<file path="config.mk">
export PLATFORM = sky130hd
export DESIGN_NAME = subtrator_sequencial
export DESIGN_NICKNAME = d
export VERILOG_FILES = /design/src/rtl/subtrator_sequencial.sv
export SDC_FILE = /design/constraint.sdc
export NUM_CORES = 1
export LEC_CHECK = 0
export CORE_UTILIZATION = 51
export CTS_CLUSTER_DIAMETER = 40
export DETAILED_ROUTE_END_ITERATION = 12
export GPL_ROUTABILITY_DRIVEN = 0
export PLACE_DENSITY = 0.83
export SETUP_SLACK_MARGIN = 0.5
export SYNTH_ARGS = -nofsm -noshare
export SYNTH_HDL_FRONTEND = slang
export SYNTH_SLANG_ARGS = --single-unit
</file>
<file path="constraint.sdc">
create_clock -name clk -period 3.61 [get_ports clk]
set_input_delay 0.361 -clock clk [delete_from_list [all_inputs] [get_ports clk]]
set_output_delay 0.361 -clock clk [all_outputs]
set_load 0.05 [all_outputs]
</file>
<file path="src/rtl/subtrator_sequencial.sv">
// Digit-serial subtractor S = A - B - Bin, DIGIT bits per clock, start/busy/done handshake.
// Optional Z/V flags when SUBTRATOR_SEQUENCIAL_FLAGS_EN is defined.
module subtrator_sequencial #(
  parameter int WIDTH = 8,
  parameter int DIGIT = 2
) (
  input  logic             clk,
  input  logic             rst,
  input  logic             start,
  input  logic [WIDTH-1:0] A,
  input  logic [WIDTH-1:0] B,
  input  logic             Bin,
  output logic             busy,
  output logic             done,
  output logic [WIDTH-1:0] S,
  output logic             Bout,
  output logic             Z,
  output logic             V
);

  localparam int N  = WIDTH / DIGIT;
  localparam int CW = (N > 1) ? $clog2(N) : 1;

  generate
    if (DIGIT < 1 || DIGIT > WIDTH || (WIDTH % DIGIT) != 0) begin : g_bad_cfg
      $error("subtrator_sequencial: DIGIT must divide WIDTH");
    end
  endgenerate

  typedef enum logic {IDLE, RUN} state_t;

  state_t           state, state_nxt;
  logic [WIDTH-1:0] a_q, b_q, part_q, res;
  logic             borrow_q;
  logic [CW-1:0]    cnt_q;
  logic [DIGIT-1:0] a_dig, b_dig, d;
  logic             b_out;
  logic             last;

  assign last = (cnt_q == CW'(N - 1));
  assign busy = (state == RUN);

  // One digit of ripple subtract; the MSB of the extended difference is the borrow.
  always_comb begin
    a_dig = a_q[cnt_q*DIGIT +: DIGIT];
    b_dig = b_q[cnt_q*DIGIT +: DIGIT];
    {b_out, d} = {1'b0, a_dig} - {1'b0, b_dig}
               - {{DIGIT{1'b0}}, borrow_q};
    res = part_q;
    res[cnt_q*DIGIT +: DIGIT] = d;
  end

  always_comb begin
    state_nxt = state;
    unique case (state)
      IDLE: if (start) state_nxt = RUN;
      RUN:  if (last)  state_nxt = IDLE;
      default: state_nxt = IDLE;
    endcase
  end

  always_ff @(posedge clk or posedge rst) begin
    if (rst) state <= IDLE;
    else     state <= state_nxt;
  end

  always_ff @(posedge clk or posedge rst) begin
    if (rst) begin
      a_q      <= '0;
      b_q      <= '0;
      part_q   <= '0;
      borrow_q <= 1'b0;
      cnt_q    <= '0;
      S        <= '0;
      Bout     <= 1'b0;
      done     <= 1'b0;
    end else begin
      done <= 1'b0;
      unique case (state)
        IDLE: begin
          if (start) begin
            a_q      <= A;
            b_q      <= B;
            borrow_q <= Bin;
            cnt_q    <= '0;
            part_q   <= '0;
          end
        end
        RUN: begin
          part_q   <= res;
          borrow_q <= b_out;
          cnt_q    <= last ? '0 : cnt_q + 1'b1;
          if (last) begin
            S    <= res;
            Bout <= b_out;
            done <= 1'b1;
          end
        end
        default: ;
      endcase
    end
  end

`ifdef SUBTRATOR_SEQUENCIAL_FLAGS_EN
  logic z_q, v_q;

  // Flags use the complete result, Bin already folded in.
  always_ff @(posedge clk or posedge rst) begin
    if (rst) begin
      z_q <= 1'b0;
      v_q <= 1'b0;
    end else if (state == RUN && last) begin
      z_q <= (res == '0);
      v_q <= (a_q[WIDTH-1] != b_q[WIDTH-1]) &&
             (res[WIDTH-1] != a_q[WIDTH-1]);
    end
  end

  assign Z = z_q;
  assign V = v_q;
`else
  assign Z = 1'b0;
  assign V = 1'b0;
`endif

endmodule
</file>
==> summary.txt, run 1 <==
Die Y -> 61.7 um
Post-CTS Resized -> 0
Hold WC Path Type -> input port to async pin
Slowest cell on crit path -> or4_4
Post-synth EDFFs -> 0
CP dominant cell by count -> fa_1
DIE WIDTH -> 61.7 um
type of origin of the critical path -> flop
crit-path leading delay family -> adder cells
Synth async-reset ratio -> 1.00
gr ovfl total -> 0
GR Util All Layers -> 0.197
Final Max Slew Viols -> 0
largest net degree at the start of global routing -> 37
Worst Tran Pin Value -> 687 ps
area share of the largest cell type after synthesis -> 0.496
minimum clock period after layout -> 2650 ps
antenna violations before repair -> 0
met2 WL -> 1.58 mm
clock tree buffer depth -> 2
H-tree Lvls -> 2
Detailed Place HPWL -> 2.37 mm
DR vias -> 1,187
first-pass GRT wire length -> 5.17 mm
clk root buf -> clkbuf_4
relative slew slack -> 0.542
Yosys Warn Count -> 0
CP max FO -> 15
average size of a mapped cell -> 12.6 um2
Most used DFF post-synth -> dfrtp_1
final core utilization -> 0.645
die area -> 3800 um2
Cell Rows -> 21
crit path DAT -> 2930 ps
Max Cap Viol -> 0
Final Setup Violations -> 0
Worst Path Required -> 3890 ps
drt drc -> 0
worst-case vdd ir drop -> 0.428 mV
WL final -> 3.18 mm
M1 WL -> 1.36 mm
Cell variety after synth -> 37
TritonRoute pass-1 iters -> 4
sequential share of the synthesized area -> 0.496
CP bufs+invs -> 2
hold buffer count at cts -> 0
vias in the first global route -> 1,149
FMAX -> 377 MHz
RSZ-0062 raised after global routing -> false
IO Count -> 33
critical path class -> flop to flop
clk_lat worst skew -> 350 ps
Worst-path clk slew -> 110 ps
PD cells -> 966 nW/um2
Post-CTS Setup Bufs -> 0
area leader, netlist -> dfrtp_1
Sink Count -> 36
Met3 Routed Length -> 140 um
PortBufs -> 30
Fin Clk Skew -> 11.8 ps
vias per inst -> 5.35
area delta synth->final -> 19.6%
Mapped Cells -> 144
status -> completed
Core ar. -> 3360 um2
ranking of synthesized cells by area -> dfrtp_1 50%, mux2_4 11%, mux4_2 5.0%
Diodes inserted -> 0
CTS buffer count -> 5
Post-layout nets -> 202
CTS tree -> yes
period utilization -> 0.735
worst hold slack -> 414 ps
TNS Setup -> 0 ps
Cell Area, Synth -> 1820 um2
detail-routed net length per standard cell -> 14.3 um
initial core utilization -> 0.540
final hold viol count -> 0
Seq cells post-synth -> 36
Iteration-0 DRC Markers -> 36
Cell Chain, Critical Path -> buf_4 -> mux4_2 -> inv_1 -> fa_1 -> fa_1 -> or4_4 -> a21oi_1
number of antenna-violating nets in the routed design -> 0
Worst path max stage delay -> 550 ps
Max Used Layer -> met4
leakage -> 1.01 nW
crit end category -> flop
layout cells sized above 1 -> 0.193
## layout make-up
class	count	area, um2
Clock buffer	8	58.8
Fill cell	267	1190
Inverter	8	30.0
Multi-Input combinational cell	92	808
Sequential cell	36	901
Tap cell	46	57.6
Timing Repair Buffer	32	315
## kinds of logic (layout without fill, tap and decap cells)
logic type / Yosys count / count (layout) / share of synthesized area
and+or+nand+nor: 40 / 40 / 0.125
other: 1 / 2 / 0.00207
AOI/OAI and AO/OA: 22 / 22 / 0.0779
adders and majority gates: 7 / 7 / 0.0565
buffers and inverters: 17 / 48 / 0.0606
muxes: 21 / 21 / 0.181
DFF: 36 / 36 / 0.496
## routing by layer
metal | global-route usage | vias up
met5 | 0 | -
met4 | 0.114 | 0
met3 | 0.0483 | 10
met2 | 0.318 | 38
met1 | 0.241 | 574
li1 | - | 565
## sequential cells by signal, summed over array words and instances (netlist names)
signal,flops
b_q,8
done,1
cnt_q,2
part_q,6
S,8
borrow_q,1
Bout,1
busy,1
a_q,8
## final timing paths
kind | end | slack [ps] | cells past startpoint | start
max in group asynchronous | part_q[4] | 2880 | 3 | rst
max reg2reg | S[1] | 960 | 7 | cnt_q[0]
min | cnt_q[1] | 410 | 3 | rst
min in group clk | S[6] | 490 | 1 | S[6]
max | S[1] | 960 | 7 | cnt_q[0]
min reg2reg | S[6] | 490 | 1 | S[6]
## cells in the final DEF (no fill, tap or decap), types with 3 or more instances in the layout
cell | synthesis | routed
a31oi_1 | 4 | 4
mux4_2 | 4 | 4
clkbuf_4 | 0 | 5
nor2_1 | 7 | 7
inv_1 | 7 | 7
mux2_4 | 13 | 13
clkdlybuf4s50_1 | 0 | 30
a21oi_1 | 6 | 6
nand2_1 | 10 | 10
nand3_1 | 3 | 3
ha_1 | 5 | 5
o21ai_0 | 3 | 3
mux2_2 | 3 | 3
dfrtp_1 | 36 | 36
nand2b_1 | 6 | 6
## worst reg2reg max path, cell delays in order (launching register included)
cell     delay [ps]
dfrtp_1         400
buf_4           200
mux4_2          330
inv_1            50
fa_1            380
fa_1            530
or4_4           550
a21oi_1         150
## power breakdown
part | total (mW) | switching (mW) | internal [mW]
Combinational | 1.13 | 0.586 | 0.542
Clock | 0.222 | 0.126 | 0.0961
Sequential | 0.747 | 0.152 | 0.595
## Yosys cell counts (2+ instances only)
library cell / n
inv_1: 7
nor4_1: 2
a21oi_1: 6
a21o_1: 2
o22a_1: 2
mux2_2: 3
a31o_2: 2
buf_6: 5
fa_1: 2
o21ai_0: 3
mux4_2: 4
dfrtp_1: 36
ha_1: 5
nor2_1: 7
nor2b_1: 2
nand2_1: 10
mux2_4: 13
nor3_1: 2
nand3_1: 3
nand2b_1: 6
o22ai_1: 2
a31oi_1: 4
buf_4: 2
## stage by stage
step	setup WS, ps	std cells	total power [mW]	cell area, um2
after global routing	857	222	2.24	2170
after detailed placement	952	214	1.89	2110
after CTS	935	222	2.11	2170
after global placement	1030	214	1.84	2110
after floorplan	822	145	1.63	1820
final	955	222	2.10	2170
Note: power is estimated with default switching activity, not from simulation.
==> run 2, diff against run 1 <==
- CORE_UTILIZATION: 51 -> 46
- PLACE_DENSITY: 0.83 -> 0.79
- clock period: 3.61 -> 2.3 ns (I/O delays scaled with it)
==> run 2 against run 1 <==
Against the previous run:
- the flow now finishes with violations (negative setup slack)
- combinational power rose by 120%
- clock skew decreased by 7.5 ps
- count of clock-buffer cells in the layout is the same
- critical endpoint unchanged
- clock power increased by 110%
- largest cell class unchanged
==> summary.txt, run 2 (synthesis results as in run 1) <==
status -> finished with violations
failing checks -> negative setup slack
vias per inst -> 5.30
Diodes inserted -> 0
r2r setup slk -> -90 ps
CP max FO -> 4
hold buffer count at cts -> 0
IO Count -> 33
area delta synth->final -> 29.6%
R2R depth -> 5
worst r2r src -> cnt_q[0]
DR vias -> 1,234
Detailed Place HPWL -> 2.41 mm
PortBufs -> 30
Max Cap Viol -> 0
GR Util All Layers -> 0.182
WL final -> 3.40 mm
final hold viol count -> 0
Post-layout nets -> 211
clock tree buffer depth -> 2
DIE WIDTH -> 64.8 um
crit end category -> flop
Top Registers -> S x8, a_q x8, b_q x8
Worst Path Required -> 2520 ps
FMAX -> 418 MHz
Post-Layout Cell Count -> 233
type of origin of the critical path -> flop
setup ws final -> -93.8 ps
first-pass GRT wire length -> 5.74 mm
worst reg2reg endpoint -> S[1]
critical path class -> flop to flop
clk_lat worst skew -> 290 ps
CP Capture Point -> S[1]
drt drc -> 0
H-tree Lvls -> 2
Cell Rows -> 22
Final Setup Violations -> 6
antenna violations before repair -> 0
TritonRoute pass-1 iters -> 4
fin area -> 2350 um2
Worst-path clk slew -> 70 ps
Hold WC Path Type -> input port to async pin
leakage -> 1.07 nW
most frequent cells in the layout -> 35 x dfrtp_1, 29 x clkdlybuf4s50_1, 13 x mux2_4
Placed Area -> 2160 um2
crit path DAT -> 2620 ps
PD cells -> 1730 nW/um2
Final Max Slew Viols -> 0
Die Y -> 64.8 um
die area -> 4200 um2
detail-routed net length per standard cell -> 14.6 um
Sink Count -> 36
CTS buffer count -> 5
gr ovfl total -> 0
RSZ-0062 raised after global routing -> true
CTS tree -> yes
number of antenna-violating nets in the routed design -> 0
worst-case vdd ir drop -> 0.790 mV
minimum clock period after layout -> 2390 ps
largest net degree at the start of global routing -> 37
clk root buf -> clkbuf_8
period utilization -> 1.04
Core ar. -> 3720 um2
placed cell count -> 220
vias in the first global route -> 1,299
layout cells sized above 1 -> 0.308
crit path from -> cnt_q[0]
Iteration-0 DRC Markers -> 25
commonest non-fill, non-tap cell in the layout -> dfrtp_1
initial core utilization -> 0.489
Fin Clk Skew -> 4.25 ps
run 2: repair_timing:
action | in CTS | in global routing
resized for setup | 5 | 8
pin swaps | 2 | 9
buffers inserted | 2 | 3
setup endpoints to repair | 17 | 16
run 2: metal layers:
metal | track usage | part of all wire
met1 | 0.217 | 0.43
met4 | 0.0556 | 0.010
met2 | 0.309 | 0.51
met5 | 0 | 0
met3 | 0.0599 | 0.048
run 2: worst min path at each step:
stage,from,to,slack [ps],depth (start not counted)
after global routing,rst,S[7],420,3
after detailed placement,part_q[1],part_q[1],480,2
after floorplan,A[0],a_q[0],380,1
after CTS,rst,S[7],370,3
after global placement,Bout,Bout,460,2
final,rst,S[7],350,3
run 2: worst max-delay path, stage by stage (launching register included):
cell and delay, ps:
dfrtp_2 410, mux4_2 520, fa_2 360, fa_2 460
or4_4 440, a21oi_2 130
run 2: where the power goes:
part	leakage (nW)	total (mW)	internal, mW	switching, mW
Clock	0.0455	0.458	0.244	0.214
Combinational	0.584	2.47	1.24	1.23
Sequential	0.441	1.15	0.940	0.209
run 2: cell type report:
class / instances / area [um2]
fillers: 290 / 1360
flip-flops and latches: 36 / 902
multi-input cells: 92 / 881
repair buffers: 41 / 385
clock buffers: 8 / 90.1
well taps: 48 / 60.1
inverters: 8 / 33.8
run 2: metrics by stage:
stage | total power, mW | setup WS, ps | util | hold WS, ps | TNS [ps]
6_report | 4.07 | -93.8 | 0.633 | 354 | -321
5_1_grt | 4.33 | -200 | 0.633 | 416 | -931
4_1_cts | 3.70 | -94.9 | 0.615 | 368 | -391
3_5_place_dp | 3.09 | -106 | 0.581 | 477 | -459
3_3_place_gp | 3.01 | -45.5 | 0.581 | 459 | -147
2_1_floorplan | 2.62 | -167 | - | 379 | -746
==> run 3, diff against run 2 <==
- GPL_TIMING_DRIVEN: default -> 0
- SLEW_MARGIN: default -> 30
==> run 3 against run 2 <==
Against the previous run:
- the flow still finishes with violations (negative setup slack)
- combinational power increased by 3%
- largest power group unchanged
- sequential share of layout area down 1.2 points
- count of clock-buffer cells in the layout decreased by 3
- cell count increased by 2.6%
- critical path depth rose by 2
- critical endpoint is now part_q[3]
==> summary.txt, run 3 (synthesis results as in run 1) <==
crit end category -> flop
Cell Chain, Critical Path -> buf_6 -> mux4_2 -> fa_2 -> fa_2 -> nor4bb_1 -> nand2_1 -> a31oi_1
vias in the first global route -> 1,326
Final Setup Violations -> 7
clk_lat worst skew -> 300 ps
clock tree buffer depth -> 2
status -> finished with violations
GR Util All Layers -> 0.202
TritonRoute pass-1 iters -> 4
largest net degree at the start of global routing -> 37
worst hold slack -> 378 ps
detail-routed net length per standard cell -> 15.2 um
placed cell count -> 223
type of origin of the critical path -> flop
Cell Rows -> 22
Hold WC Path Type -> input port to async pin
drt drc -> 0
CTS tree -> yes
layout cells sized above 1 -> 0.335
number of antenna-violating nets in the routed design -> 0
WL final -> 3.62 mm
crit path DAT -> 2720 ps
minimum clock period after layout -> 2500 ps
Max Cap Viol -> 0
r2r setup slk -> -200 ps
FMAX -> 400 MHz
initial core utilization -> 0.489
vias per inst -> 5.14
M1 WL -> 1.54 mm
R2R depth -> 7
relative slew slack -> 0.509
first-pass GRT wire length -> 6.29 mm
worst r2r src -> cnt_q[0]
most frequent cells in the layout -> 35 x dfrtp_1, 30 x clkdlybuf4s50_1, 13 x mux2_4
CTS buffer count -> 5
crit path from -> cnt_q[0]
worst reg2reg endpoint -> part_q[3]
Placed Area -> 2190 um2
area delta synth->final -> 33.8%
Fin Clk Skew -> 8.50 ps
Detailed Place HPWL -> 2.57 mm
met2 WL -> 1.86 mm
Worst Path Required -> 2510 ps
CP max FO -> 4
H-tree Lvls -> 2
Die Y -> 64.8 um
final hold viol count -> 0
Worst Tran Pin Value -> 735 ps
clk root buf -> clkbuf_8
PD cells -> 1740 nW/um2
setup ws final -> -202 ps
DIE WIDTH -> 64.8 um
period utilization -> 1.09
fin area -> 2430 um2
Final Max Slew Viols -> 0
commonest non-fill, non-tap cell in the layout -> dfrtp_1
die area -> 4200 um2
critical path class -> flop to flop
Worst path max stage delay -> 500 ps
Sink Count -> 36
worst-case vdd ir drop -> 0.756 mV
Slowest cell on crit path -> mux4_2
Worst-path clk slew -> 80 ps
leakage -> 1.11 nW
filler cell count -> 282
Diodes inserted -> 0
RSZ-0062 raised after global routing -> true
Post-Layout Cell Count -> 239
antenna violations before repair -> 0
PortBufs -> 30
Top Registers -> S x8, a_q x8, b_q x8
CP dominant cell by count -> fa_2
Max Used Layer -> met4
Met3 Routed Length -> 171 um
gr ovfl total -> 0
failing checks -> negative setup slack
DR vias -> 1,229
Iteration-0 DRC Markers -> 83
Post-layout nets -> 217
Core ar. -> 3720 um2
IO Count -> 33
## run 3: cell types whose count changed in the layout (fill, tap and decap cells not counted), moves of 2 or more
cell / before / now
buf_6: 1 / 8
buf_4: 10 / 7
nand2_1: 10 / 8
nand2_2: 1 / 3
inv_2: 0 / 2
inv_1: 7 / 5
## run 3: how the worst max path moves through the flow
stage,endpoint,slack [ps],cells after the start
floorplan,S[1],-170,6
global placement,S[5],-330,6
detailed placement,S[5],-380,6
CTS,S[3],-200,7
global route,S[3],-260,7
finish,part_q[3],-200,7
## run 3: power by group
group / internal, mW / switching (mW) / leakage (nW)
Clock: 0.321 / 0.235 / 0.0541
Combinational: 1.29 / 1.25 / 0.618
Sequential: 0.939 / 0.194 / 0.441
## run 3: layout make-up
type | instances | area, um2 | area share
flip-flops and latches | 36 | 902 | 0.371
multi-input cells | 92 | 873 | 0.360
repair buffers | 38 | 372 | 0.153
plain buffers | 9 | 80.1 | 0.0330
clock buffers | 5 | 68.8 | 0.0283
well taps | 48 | 60.1 | 0.0247
clock inverters | 3 | 42.5 | 0.0175
inverters | 8 | 30.0 | 0.0124
## run 3: worst max-delay path, delay by kind of cell (launching register included)
kind	cells	cell delay, ps
DFF	1	390
and+or+nand+nor	2	390
buffers and inverters	1	110
adders and majority gates	2	830
AOI/OAI and AO/OA	1	200
muxes	1	500
## run 3: metal layers
layer | vias to the layer above | track usage
li1 | 589 | -
met1 | 596 | 0.249
met2 | 38 | 0.346
met3 | 6 | 0.0475
met4 | 0 | 0.0667
met5 | - | 0
## run 3: per-stage QoR
| stage | utilization | power, mW | TNS (ps) | worst slack (ps) |
|---|---|---|---|---|
| 2_1_floorplan | - | 2.62 | -746 | -167 |
| 3_3_place_gp | 0.591 | 3.04 | -1830 | -331 |
| 3_5_place_dp | 0.591 | 3.13 | -2140 | -381 |
| 4_1_cts | 0.636 | 3.91 | -852 | -202 |
| 5_1_grt | 0.654 | 4.48 | -1410 | -257 |
| 6_report | 0.654 | 4.23 | -976 | -202 |
## run 3: what timing repair did
action,4_1_cts,5_1_grt
setup buffers,4,4
gates resized for setup,5,8
endpoints found under the setup margin,16,16
hold buffers,0,0
pin swaps,5,3
